==> src/rtl/otter_pkg.sv <==
// Shared constants for the OTTER multicycle control unit: opcodes, FSM states
// and PC mux select encodings (also used by the PC mux itself).
package otter_pkg;

  localparam logic [6:0] OPC_LOAD   = 7'b0000011;
  localparam logic [6:0] OPC_STORE  = 7'b0100011;
  localparam logic [6:0] OPC_BRANCH = 7'b1100011;
  localparam logic [6:0] OPC_JAL    = 7'b1101111;
  localparam logic [6:0] OPC_JALR   = 7'b1100111;
  localparam logic [6:0] OPC_LUI    = 7'b0110111;
  localparam logic [6:0] OPC_AUIPC  = 7'b0010111;
  localparam logic [6:0] OPC_OPIMM  = 7'b0010011;
  localparam logic [6:0] OPC_OP     = 7'b0110011;
  localparam logic [6:0] OPC_SYSTEM = 7'b1110011;

  localparam logic [2:0] F3_MRET  = 3'b000;
  localparam logic [2:0] F3_CSRRW = 3'b001;

  localparam logic [2:0] PCSRC_MEPC   = 3'b000;
  localparam logic [2:0] PCSRC_MTVEC  = 3'b001;
  localparam logic [2:0] PCSRC_JAL    = 3'b010;
  localparam logic [2:0] PCSRC_BRANCH = 3'b011;
  localparam logic [2:0] PCSRC_JALR   = 3'b100;
  localparam logic [2:0] PCSRC_INC    = 3'b101;

  typedef enum logic [2:0] {
    ST_INIT  = 3'd0,
    ST_FETCH = 3'd1,
    ST_EXEC  = 3'd2,
    ST_WB    = 3'd3,
    ST_INTR  = 3'd4
  } cu_state_t;

endpackage

==> src/rtl/otter_branch_cond.sv <==
// Branch direction resolver: maps FUNC3 and the comparator flags to taken.
module otter_branch_cond (
  input  logic [2:0] func3_i,
  input  logic       br_eq_i,
  input  logic       br_lt_i,
  input  logic       br_ltu_i,
  output logic       taken_o
);

  always_comb begin
    taken_o = 1'b0;
    case (func3_i)
      3'b000:  taken_o = br_eq_i;
      3'b001:  taken_o = ~br_eq_i;
      3'b100:  taken_o = br_lt_i;
      3'b101:  taken_o = ~br_lt_i;
      3'b110:  taken_o = br_ltu_i;
      3'b111:  taken_o = ~br_ltu_i;
      default: taken_o = 1'b0;
    endcase
  end

endmodule

==> src/rtl/otter_cu_fsm.sv <==
// Multicycle control unit: FETCH -> EXEC -> (WB) -> (INTR), driving the PC
// controls and the register-file, memory and CSR strobes.
module otter_cu_fsm
  import otter_pkg::*;
(
  input  logic       CLK,
  input  logic       RST,
  input  logic [6:0] OPCODE,
  input  logic [2:0] FUNC3,
  input  logic       BR_EQ,
  input  logic       BR_LT,
  input  logic       BR_LTU,
  input  logic       INTR,
  input  logic       MIE,
  output logic       PC_WRITE,
  output logic       PC_RST,
  output logic [2:0] PC_SOURCE,
  output logic       REG_WRITE,
  output logic       MEM_RDEN1,
  output logic       MEM_RDEN2,
  output logic       MEM_WE2,
  output logic       CSR_WE,
  output logic       INT_TAKEN,
  output logic       MRET_EXEC
);

  cu_state_t state_q, state_d;
  logic      br_taken;
  logic      irq_pending;

  otter_branch_cond u_branch_cond (
    .func3_i  (FUNC3),
    .br_eq_i  (BR_EQ),
    .br_lt_i  (BR_LT),
    .br_ltu_i (BR_LTU),
    .taken_o  (br_taken)
  );

  // Interrupts are only accepted on the last cycle of an instruction.
  assign irq_pending = INTR & MIE;

  always_ff @(posedge CLK) begin
    if (RST) state_q <= ST_INIT;
    else     state_q <= state_d;
  end

  always_comb begin
    state_d   = state_q;
    PC_WRITE  = 1'b0;
    PC_RST    = 1'b0;
    PC_SOURCE = PCSRC_INC;
    REG_WRITE = 1'b0;
    MEM_RDEN1 = 1'b0;
    MEM_RDEN2 = 1'b0;
    MEM_WE2   = 1'b0;
    CSR_WE    = 1'b0;
    INT_TAKEN = 1'b0;
    MRET_EXEC = 1'b0;

    case (state_q)
      ST_INIT: begin
        PC_RST  = 1'b1;
        state_d = ST_FETCH;
      end

      ST_FETCH: begin
        MEM_RDEN1 = 1'b1;
        state_d   = ST_EXEC;
      end

      ST_EXEC: begin
        PC_WRITE = 1'b1;
        state_d  = irq_pending ? ST_INTR : ST_FETCH;
        case (OPCODE)
          OPC_LOAD: begin
            MEM_RDEN2 = 1'b1;
            state_d   = ST_WB;
          end
          OPC_STORE:  MEM_WE2 = 1'b1;
          OPC_BRANCH: PC_SOURCE = br_taken ? PCSRC_BRANCH : PCSRC_INC;
          OPC_JAL: begin
            REG_WRITE = 1'b1;
            PC_SOURCE = PCSRC_JAL;
          end
          OPC_JALR: begin
            REG_WRITE = 1'b1;
            PC_SOURCE = PCSRC_JALR;
          end
          OPC_LUI, OPC_AUIPC, OPC_OPIMM, OPC_OP: REG_WRITE = 1'b1;
          OPC_SYSTEM: begin
            if (FUNC3 == F3_CSRRW) begin
              CSR_WE    = 1'b1;
              REG_WRITE = 1'b1;
            end else if (FUNC3 == F3_MRET) begin
              MRET_EXEC = 1'b1;
              PC_SOURCE = PCSRC_MEPC;
            end
          end
          default: ;
        endcase
      end

      ST_WB: begin
        REG_WRITE = 1'b1;
        state_d   = irq_pending ? ST_INTR : ST_FETCH;
      end

      ST_INTR: begin
        INT_TAKEN = 1'b1;
        PC_WRITE  = 1'b1;
        PC_SOURCE = PCSRC_MTVEC;
        state_d   = ST_FETCH;
      end

      default: state_d = ST_INIT;
    endcase

    // Reset overrides everything combinationally, whatever the current state.
    if (RST) begin
      state_d   = ST_INIT;
      PC_WRITE  = 1'b0;
      PC_RST    = 1'b1;
      PC_SOURCE = PCSRC_INC;
      REG_WRITE = 1'b0;
      MEM_RDEN1 = 1'b0;
      MEM_RDEN2 = 1'b0;
      MEM_WE2   = 1'b0;
      CSR_WE    = 1'b0;
      INT_TAKEN = 1'b0;
      MRET_EXEC = 1'b0;
    end
  end

endmodule

==> config.mk <==
export PLATFORM = sky130hd
export DESIGN_NAME = otter_cu_fsm
export DESIGN_NICKNAME = d
export VERILOG_FILES = /design/src/rtl/otter_pkg.sv /design/src/rtl/otter_branch_cond.sv /design/src/rtl/otter_cu_fsm.sv
export SDC_FILE = /design/constraint.sdc
export NUM_CORES = 1
export LEC_CHECK = 0
export BUFFER_PORTS_ARGS = -buffer_cell sky130_fd_sc_hd__buf_4
export CORE_AREA = 2 2 39 41
export DETAILED_ROUTE_END_ITERATION = 16
export DIE_AREA = 0 0 41 43
export PLACE_DENSITY = 0.63
export SYNTH_ARGS = -nofsm -noshare
export SYNTH_HDL_FRONTEND = slang
export SYNTH_SLANG_ARGS = --single-unit
==> constraint.sdc <==
create_clock -name CLK -period 3.9 [get_ports CLK]
set_clock_uncertainty 0.2 [all_clocks]
set_input_delay 0.195 -clock CLK [delete_from_list [all_inputs] [get_ports CLK]]
set_output_delay 0.195 -clock CLK [all_outputs]
set_load 0.1 [all_outputs]
Word level (Yosys, flattened, before mapping)

Index checks and enable logic that the tools add are counted.

Word-level logic and storage cells: 65
Bits in registers: 3
Output and inout port bits: 12
Input port bits: 17

Mux-type cells: 36
Bitwise operators: 4
Reductions and logical operators: 5
Eq/ne operators: 19

Operators with widths:

| operator           | number |
|---|---|
| $eq 7x7->1 const B | 4 |
| $mux 1             | 24 |
| $pmux 3 s4         | 2 |
| $eq 7x6->1 const B | 3 |
| $mux 3             | 6 |
| $eq 3x3->1 const B | 5 |
| $eq 7x5->1 const B | 2 |
| $eq 7x2->1 const B | 1 |
| $eq 3x1->1 const B | 2 |
| $eq 3x2->1 const B | 2 |
| $logic_not 3->1    | 2 |
| $pmux 1 s6         | 1 |
| $pmux 3 s2         | 1 |
| $reduce_or 6->1    | 1 |
| $pmux 1 s2         | 2 |
| $reduce_or 2->1    | 2 |
| $not 1->1          | 3 |
| $and 1x1->1        | 1 |

Longest topological paths before layout

Gate-level depths: netlist (run 1).

Depth in word-level cells: 6
Gate-level depth with buffers: 5
Depth with buffers taken out: 4

Cells and area by module

A second synthesis (run 1) with hierarchy kept.

Cell total of the unflattened synthesis: 55
Area total of the unflattened synthesis: 439.2 um^2

Modules (own cells, without submodules):

| module            | instances | cells an instance | area each (um^2) | sequential area each (um^2) |
|---|---|---|---|---|
| otter_cu_fsm      | 1         | 50                | 399.1            | 60.1 |
| otter_branch_cond | 1         | 5                 | 40.0             | 0.0 |

Worst setup path before layout (run 1)

OpenSTA, ideal clock, no wires.

Kind: register to output
Start: register state_q[2]
End: output port PC_SOURCE[2]
Path buffers: 1
Path slack: -1.967 ns
Required time: 3.505 ns
Arrival time: 5.472 ns
Cell stages (with the launch flop): 4
Cell sequence: dfxtp_1 buf_2 nor4b_1 a31oi_1

Longest elaborated chain between the ends: 3
Elaborated cells between the ends (all ways): 4
Classes of those cells: 2 x eq/ne; 2 x mux

Ends and longest elaborated chain:

| item                                     | line                | RTL |
|---|---|---|
| start: declaration                       | otter_cu_fsm.sv:27  | `cu_state_t state_q, state_d;` |
| start signal: assignment                 | otter_cu_fsm.sv:44  | `else state_q <= state_d;` |
| $eq 3x3->1 or $eq 3x2->1 (tied branches) | otter_cu_fsm.sv:60  | `case (state_q)` |
| $pmux 3 s2 (*)                           | otter_cu_fsm.sv:60  |  |
| $mux 3 (*)                               | otter_cu_fsm.sv:119 | `if (RST) begin` |
| end: declaration                         | otter_cu_fsm.sv:17  | `output logic [2:0] PC_SOURCE,` |

Mark *: on every way between the ends. The rest lies on a longest branch, timed or not.

Final worst setup path (run 1)

Start: register state_q[1]
End: output port REG_WRITE

Longest elaborated chain between the ends: 3
Elaborated cells between the ends (all ways): 4
Classes of those cells: 2 x eq/ne; 2 x mux

Ends and longest elaborated chain:

| item             | line                | RTL |
|---|---|---|
| $eq 3x2->1       | otter_cu_fsm.sv:60  |  |
| $pmux 1 s2 (*)   | otter_cu_fsm.sv:60  |  |
| $mux 1 (*)       | otter_cu_fsm.sv:119 |  |
| end: declaration | otter_cu_fsm.sv:18  | `output logic REG_WRITE,` |

Marks and branches as above.

==> results of run 1 <==
-- logic make-up after synthesis --
family | count (synthesis) | share of synthesized area
and+or+nand+nor | 34 | 0.496
xor gates and xnor gates | 4 | 0.0807
AOI/OAI and AO/OA | 11 | 0.187
buffers and inverters | 6 | 0.0749
DFF | 3 | 0.138
muxes | 1 | 0.0231
-- cells in the final DEF (no fill, tap or decap), types with 2 or more instances in the layout --
master,instances
buf_4,28
nor3_1,6
nand2_1,5
a21oi_1,4
xor2_1,3
inv_1,3
nor2_1,3
clkbuf_4,3
dfxtp_1,3
nor4_2,2
or3_1,2
nand4b_1,2
or2_2,2
nand2b_1,2
-- worst max path at each step --
stage | start | to | depth (start not counted)
2_1_floorplan | state_q[1] | PC_SOURCE[2] | 3
3_5_place_dp | state_q[1] | REG_WRITE | 5
5_1_grt | state_q[1] | REG_WRITE | 5
3_3_place_gp | state_q[1] | REG_WRITE | 5
4_1_cts | state_q[1] | REG_WRITE | 5
6_report | state_q[1] | REG_WRITE | 5
-- stage by stage --
stage	utilization	power, uW	setup slack [ns]
after floorplan	-	91.5	0.128
after detailed placement	0.485	118	1.68
final	0.511	174	1.46
after global placement	0.485	117	1.74
after global routing	0.511	185	1.27
after CTS	0.511	177	1.43
-- worst reg2reg max path: cells and delay by family, from the launching register on --
family	cells	cell delay, ns
flip-flops	1	0.37
AO/OA/AOI/OAI	2	0.26
AND/OR/NAND/NOR	2	0.65
-- power by group through the flow --
stage | Sequential [uW] | Clock (uW) | Combinational [uW]
3_5_place_dp | 40.4 | 0 | 77.2
6_report | 39.8 | 56.5 | 77.8
2_1_floorplan | 36.5 | 0 | 54.9
3_3_place_gp | 40.1 | 0 | 76.7
5_1_grt | 40.7 | 61.2 | 82.9
4_1_cts | 39.8 | 59.1 | 78.1
-- layer usage --
| layer | up-vias | routed length, um | global-route usage |
|---|---|---|---|
| li1 | 281 | - | - |
| met1 | 249 | 532 | 0.184 |
| met2 | 23 | 603 | 0.244 |
| met3 | 0 | 102 | 0 |
| met4 | 0 | 0 | 0.0400 |
| met5 | - | 0 | 0 |
-- final cells by class --
type,instances,area (um2)
Timing Repair Buffer,29,220
Multi-Input combinational cell,50,369
Sequential cell,3,60.1
Fill cell,136,677
Tap cell,16,20.0
Clock buffer,4,26.3
Inverter,3,11.3
==> run metrics, run 1 <==
Avg Cell Area, Syn=roughly 7.4 um2; maximum VDD drop=between 100 and 150 uV; max FFs per register=3; Hold Path Class=in2reg; synth warn=0; max-slew violations=0; Design Area, Final=~700 um2; pwr dens=246 mW/mm2; Core Box Area=between 0.001 and 0.0015 mm2; Post-DRT Antenna Nets=0; Die H=43 um; R2R Path Start=state_q[0]; clock group share of total power=0.324; Num Clock Sinks=3; final HPWL from detailed placement=970 um; r2r setup slk=2.35 ns; CP max stage cell=dfxtp_1; combinational power share=0.447; Netlist cell types=33; Slew HR=0.791; Hold Path Origin=RST; total wire length=1.24 mm; WP data required=3.50 ns; initial core utilization=0.314; Sw Pwr=72.6 uW; Power Internal=102 uW; critical path launch point type=flop; Final nets=between 100 and 150; Final setup viols=0; Post-synth top cells=6 x nor3_1, 5 x nand2_1, 4 x a21oi_1; hold path endpoint=state_q[0]; CP max FO=8; switching power share of the total=0.417; Top reg by flops=state_q; RSZ-0062 raised after global routing=no; Synth Instances=59; worst path arrival time=2.05 ns; Reg2Reg Depth=4; leading area contributor after synthesis=dfxtp_1; row count=14; DRC viols=0; mapped cell area=434 um2; Setup crit end kind=output pin; status=finished, final reports clean; CTS root buffer=clkbuf_4; count leader, synth=nor3_1; FF-to-FF End=state_q[0]; Reg power frac=0.229; sequential cell area fraction in the yosys report=0.138; Max-Cap Viols=0; DR WL/cell=between 10 and 15 um; Worst Max-Slew Pin Slew=0.313 ns; Layout Cells excl Fill=105; final RePlAce weighted congestion=0.763; CP Class=reg2out; CP bufs+invs=1; grt ovf=0; die area=0.00176 mm2; FMAX=a little over 0.4 GHz; Yosys reg bits=3; PostCTS Resize Cnt=0; hold-critical path depth=2; clk_lat worst skew=0.23 ns; clock slew at reported path FFs=about 0.040 ns; DP Area=between 600 and 700 um2; biggest regs=state_q: 3 flops; top area cells in the synthesized netlist=dfxtp_1 14%, nor3_1 6.9%, xor2_1 6.1%; DRT iter0 DRCs=11; Post-synth ARST share=0; Worst Hold Margin=0.0112 ns; Die Wd=41 um; vias in the first global route=504; Yosys top cell area share=0.138; setup TNS=0 ns; I/O pins=29; H-tree depth=1; GRT Resource Usage Total=0.142; pin count of the biggest net entering global routing=9; first-pass GRT wire length=around 1.8 mm; EDFF count, synth=0; Net Count, Synth=76; Final min period=2.44 ns; number of vias per cell=~5.3; drt first pass iters=3; total vias in the final route=553; period utilization=0.626; antenna cells=0; CTS Hold Buffers Added=1; setup bufs post-CTS=0; max incr delay on CP=0.48 ns; antenna violations before repair=0; CTS tree=done; Area Overhead vs Synth=62.8%; Top Family by Delay on Critical Path=simple AND/OR/NAND/NOR gates; Synth Flop Type=dfxtp_1; CTS buffer count=3; clock tree buffer depth=2; Port-buffer cells=28; final hold violations=0; placed cell count=100; layout cells sized above 1=0.483; leakage power=0.000300 uW; crit-path cells=nor3b_1 > nand4_1 > nor4_4 > nand2b_1 > buf_4
No activity file was read; power rests on OpenSTA's default activity.
==> run 2, diff against run 1 <==
--- a/config.mk
+++ b/config.mk
@@ -9,7 +9,7 @@
 export CORE_AREA = 2 2 39 41
 export DETAILED_ROUTE_END_ITERATION = 16
 export DIE_AREA = 0 0 41 43
-export PLACE_DENSITY = 0.63
+export PLACE_DENSITY = 0.66
 export SYNTH_ARGS = -nofsm -noshare
 export SYNTH_HDL_FRONTEND = slang
 export SYNTH_SLANG_ARGS = --single-unit
==> constraint.sdc (replaced) <==
create_clock -name CLK -period 2.1 [get_ports CLK]
set_clock_uncertainty 0.2 [all_clocks]
set_input_delay 0.105 -clock CLK [delete_from_list [all_inputs] [get_ports CLK]]
set_output_delay 0.105 -clock CLK [all_outputs]
set_load 0.1 [all_outputs]
==> run metrics, run 2 (synthesized netlist as in run 1, its figures left out) <==
antenna violations before repair=0 (unchanged); Die H=43 um (unchanged); Worst Hold Margin=0.0307 ns (was 0.0112 ns); WP data required=1.79 ns (was 3.50 ns); clock tree buffer depth=2 (unchanged); Reg2Reg Depth=4 (unchanged); DP Area=757 um2 (was 671 um2); Post-Place Worst Slack=0.248 ns (was 1.68 ns); drt first pass iters=2 (was 3); max-slew violations=0 (unchanged); number of vias per cell=5.18 (was 5.27); I/O pins=29 (unchanged); FMAX=0.492 GHz; CP max FO=3 (was 8); worst path arrival time=1.73 ns (was 2.05 ns); Design Area, Final=835 um2 (was 707 um2); final RePlAce weighted congestion=0.689 (was 0.763); antenna cells=0 (unchanged); Core Box Area=0.00138 mm2 (unchanged); CP Class=reg2out (unchanged); Worst Max-Slew Pin Slew=0.347 ns (was 0.313 ns); DRT iter0 DRCs=1 (was 11); leakage power=0.000357 uW (was 0.000300 uW); max FFs per register=3 (unchanged); r2r setup slk=0.58 ns (was 2.35 ns); most frequent cells in the layout=29 x buf_4, 5 x nand2_1, 5 x nor3_1 (was 28 x buf_4, 6 x nor3_1, 5 x nand2_1); RSZ-0062 raised after global routing=no (unchanged); power consumption=345 uW (was 174 uW); Final nets=114 (was 107); DR WL/cell=11.8 um (about the same); GRT Resource Usage Total=0.172 (was 0.142); DRC viols=0 (unchanged); Top reg by flops=state_q (unchanged); layout cells sized above 1=0.542 (was 0.483); initial core utilization=0.314 (unchanged); Num Clock Sinks=3 (unchanged); Hold Path Class=in2reg (unchanged); clk_lat worst skew=0.24 ns (was 0.23 ns); Area Overhead vs Synth=92.2% (was 62.8%); pin count of the biggest net entering global routing=9 (unchanged); maximum VDD drop=274 uV (was 131 uV); biggest regs=state_q: 3 flops (unchanged); H-tree depth=1 (unchanged); final hold violations=0 (unchanged); Slew HR=0.766 (was 0.791); Final min period=2.03 ns; Max-Cap Viols=0 (unchanged); Port-buffer cells=28 (unchanged); period utilization=0.969; total vias in the final route=580 (was 553); Final setup viols=0 (unchanged); vias in the first global route=563 (was 504); clock slew at reported path FFs=0.04 ns (about the same); row count=14 (unchanged); CTS tree=done (unchanged); Die Wd=41 um (unchanged); Setup crit end kind=output pin (unchanged); status=finished, final reports clean (unchanged); total wire length=1.32 mm (was 1.24 mm); critical path launch point type=flop (unchanged); final HPWL from detailed placement=1.01 mm (was 970 um); die area=0.00176 mm2 (unchanged); setup slack after layout=0.0658 ns (was 1.46 ns); CTS buffer count=3 (unchanged); Post-DRT Antenna Nets=0 (unchanged); pwr dens=413 mW/mm2 (was 246 mW/mm2); hold-critical path depth=4 (was 2); CTS root buffer=clkbuf_4 (unchanged); grt ovf=0 (unchanged); most common cell after layout, fill and taps aside=buf_4 (unchanged); first-pass GRT wire length=2.12 mm (was 1.84 mm)
-- run 2: metrics by stage --
step | utilization | cells | setup TNS [ns]
floorplan | - | 59 | -3.89
global placement | 0.547 | 104 | 0
detailed placement | 0.547 | 104 | 0
CTS | 0.595 | 112 | 0
global route | 0.603 | 112 | 0
finish | 0.603 | 112 | 0
-- run 2: final timing paths --
kind | to | start
min reg2reg | state_q[0] | state_q[2]
max reg2reg | state_q[0] | state_q[0]
max | MEM_RDEN2 | state_q[0]
min | state_q[2] | RST
-- run 2: cell type report --
class                           count  area [um2]
Sequential cell                     3        60.1
Clock buffer                        4        26.3
Tap cell                           16        20.0
Timing Repair Buffer               36         292
Fill cell                         139         549
Multi-Input combinational cell     50         425
Inverter                            3        11.3
-- run 2: power breakdown --
group	switching [uW]	leakage, uW	total, uW	internal [uW]
combinational	107	0.000318	174	67.2
clock	33.0	0.0000150	104	71.4
sequential	3.51	0.0000247	66.3	62.8
-- run 2: metal layers --
layer	share of wire	track usage	up-vias
met3	0.070	0.0314	3
met2	0.55	0.313	22
met5	0	0	-
met4	0.011	0.0600	0
met1	0.37	0.182	260
li1	-	-	295
-- run 2: timing repair --
| item | in CTS | in global routing |
|---|---|---|
| endpoints found under the setup margin | 0 | 3 |
| hold buffers | 4 | 0 |
| setup buffers | 0 | 0 |
| resized for setup | 0 | 3 |
| endpoints found under the hold margin | 3 | 0 |
-- run 2: worst max-delay path, cell delays in order, from the launching register on --
cell	delay (ns)
dfxtp_1	0.31
or4_1	0.41
or3_4	0.39
nor2_4	0.09
buf_4	0.29
==> run 3, diff against run 2 <==
==> constraint.sdc (replaced) <==
create_clock -name CLK -period 2.1 [get_ports CLK]
set_clock_uncertainty 0.2 [all_clocks]
set_input_delay 0.105 -clock CLK [delete_from_list [all_inputs] [get_ports CLK]]
set_output_delay 0.105 -clock CLK [all_outputs]
set_load 0.005 [all_outputs]
==> run metrics, run 3 (synthesized netlist as in run 1, its figures left out) <==
status=finished, final reports clean (unchanged); final hold violations=0 (unchanged); Max-Cap Viols=0 (unchanged); WP data required=1.79 ns (about the same); antenna cells=0 (unchanged); CP Class=reg2out (unchanged); vias in the first global route=552 (was 563); max FFs per register=3 (unchanged); Area Overhead vs Synth=66.6% (was 92.2%); Die Wd=41 um (unchanged); most common cell after layout, fill and taps aside=buf_4 (unchanged); FMAX=0.516 GHz (was 0.492 GHz); initial core utilization=0.314 (unchanged); clk_lat worst skew=0.24 ns (about the same); antenna violations before repair=0 (unchanged); I/O pins=29 (unchanged); final RePlAce weighted congestion=0.693 (was 0.689); row count=14 (unchanged); Top reg by flops=state_q (unchanged); Final nets=111 (was 114); Core Box Area=0.00138 mm2 (unchanged); Worst Hold Margin=0.0178 ns (was 0.0307 ns); total vias in the final route=576 (was 580); CP max FO=8 (was 3); DRT iter0 DRCs=5 (was 1); DR WL/cell=12.0 um (was 11.8 um); drt first pass iters=4 (was 2); Layout Cells excl Fill=109 (was 112); die area=0.00176 mm2 (unchanged); leakage power=0.000307 uW (was 0.000357 uW); most frequent cells in the layout=29 x buf_4, 6 x nor3_1, 5 x nand2_1 (was 29 x buf_4, 5 x nand2_1, 5 x nor3_1); first-pass GRT wire length=1.98 mm (was 2.12 mm); Final min period=1.94 ns (was 2.03 ns); Slew HR=0.696 (was 0.766); max-slew violations=0 (unchanged); final HPWL from detailed placement=1.01 mm (about the same); maximum VDD drop=192 uV (was 274 uV); CTS tree=done (unchanged); total wire length=1.30 mm (was 1.32 mm); CTS root buffer=clkbuf_4 (unchanged); CTS buffer count=3 (unchanged); pwr dens=385 mW/mm2 (was 413 mW/mm2); Port-buffer cells=28 (unchanged); Setup crit end kind=output pin (unchanged); GRT Resource Usage Total=0.158 (was 0.172); layout cells sized above 1=0.462 (was 0.542); Num Clock Sinks=3 (unchanged); period utilization=0.924 (was 0.969); Die H=43 um (unchanged); Worst Max-Slew Pin Slew=0.449 ns (was 0.347 ns); number of vias per cell=5.28 (was 5.18); Final setup viols=0 (unchanged); biggest regs=state_q: 3 flops (unchanged); Util after Layout=0.523 (was 0.603); clock tree buffer depth=2 (unchanged); H-tree depth=1 (unchanged); Post-DRT Antenna Nets=0 (unchanged); DRC viols=0 (unchanged); Hold Path Class=in2reg (unchanged); pin count of the biggest net entering global routing=9 (unchanged); critical path launch point type=flop (unchanged); worst path arrival time=1.63 ns (was 1.73 ns); grt ovf=0 (unchanged); clock slew at reported path FFs=0.04 ns (about the same); placed cell count=100 (was 104)
## run 3: cell count changes in the layout (fill, tap and decap cells not counted), moves of 2 or more
cell / change
buf_6: -3
nor2_1: +2
nor4_4: -2
nor2_4: -2
nor4_1: +2
## run 3: critical path, cell delays in order (launching register included)
cell and delay [ns]:
dfxtp_2 0.38, nor3b_2 0.21, nand4_1 0.23, nor4_2 0.33, nand2b_1 0.14, buf_4 0.10
## run 3: repair_timing
action | in CTS | in global routing
buffers inserted | 1 | 0
endpoints found under the setup margin | 1 | 6
endpoints found under the hold margin | 3 | 0
hold buffers | 4 | 0
pin swaps | 1 | 3
gates resized for setup | 0 | 2
## run 3: per-stage QoR
step,power [uW],setup WS (ns),instance area (um2),setup TNS [ns]
5_1_grt,301,-0.0159,723,-0.0159
4_1_cts,279,0.00378,717,0
3_5_place_dp,166,0.246,643,0
3_3_place_gp,164,0.295,643,0
6_report,278,0.160,723,0
2_1_floorplan,118,0.437,434,0
## run 3: layout make-up
class	instances	area, um2
fill	142	661
multi-input combinational	50	347
timing repair buffer	33	258
inverter	3	11.3
tap	16	20.0
clock buffer	4	26.3
sequential	3	61.3
## run 3: final timing paths
path | start | to | slack (ns) | cells after the start
worst min register to register | state_q[1] | state_q[2] | 0.33 | 2
worst max register to register | state_q[0] | state_q[0] | 0.51 | 4
worst min-delay path | RST | state_q[2] | 0.02 | 4
worst max-delay path | state_q[1] | REG_WRITE | 0.16 | 5
## run 3: routing by layer
| layer | share of wire | track usage |
|---|---|---|
| met5 | 0 | 0 |
| met4 | 0 | 0.0467 |
| met3 | 0.082 | 0.0314 |
| met2 | 0.54 | 0.306 |
| met1 | 0.38 | 0.150 |
## run 3: report_power, final
part           switching, uW  internal [uW]  total (uW)  leakage, uW
combinational           42.5           57.1        99.6     0.000267
clock                   33.9           71.5         105    0.0000150
sequential              9.90           63.2        73.1    0.0000251
total                   86.4            192         278     0.000307
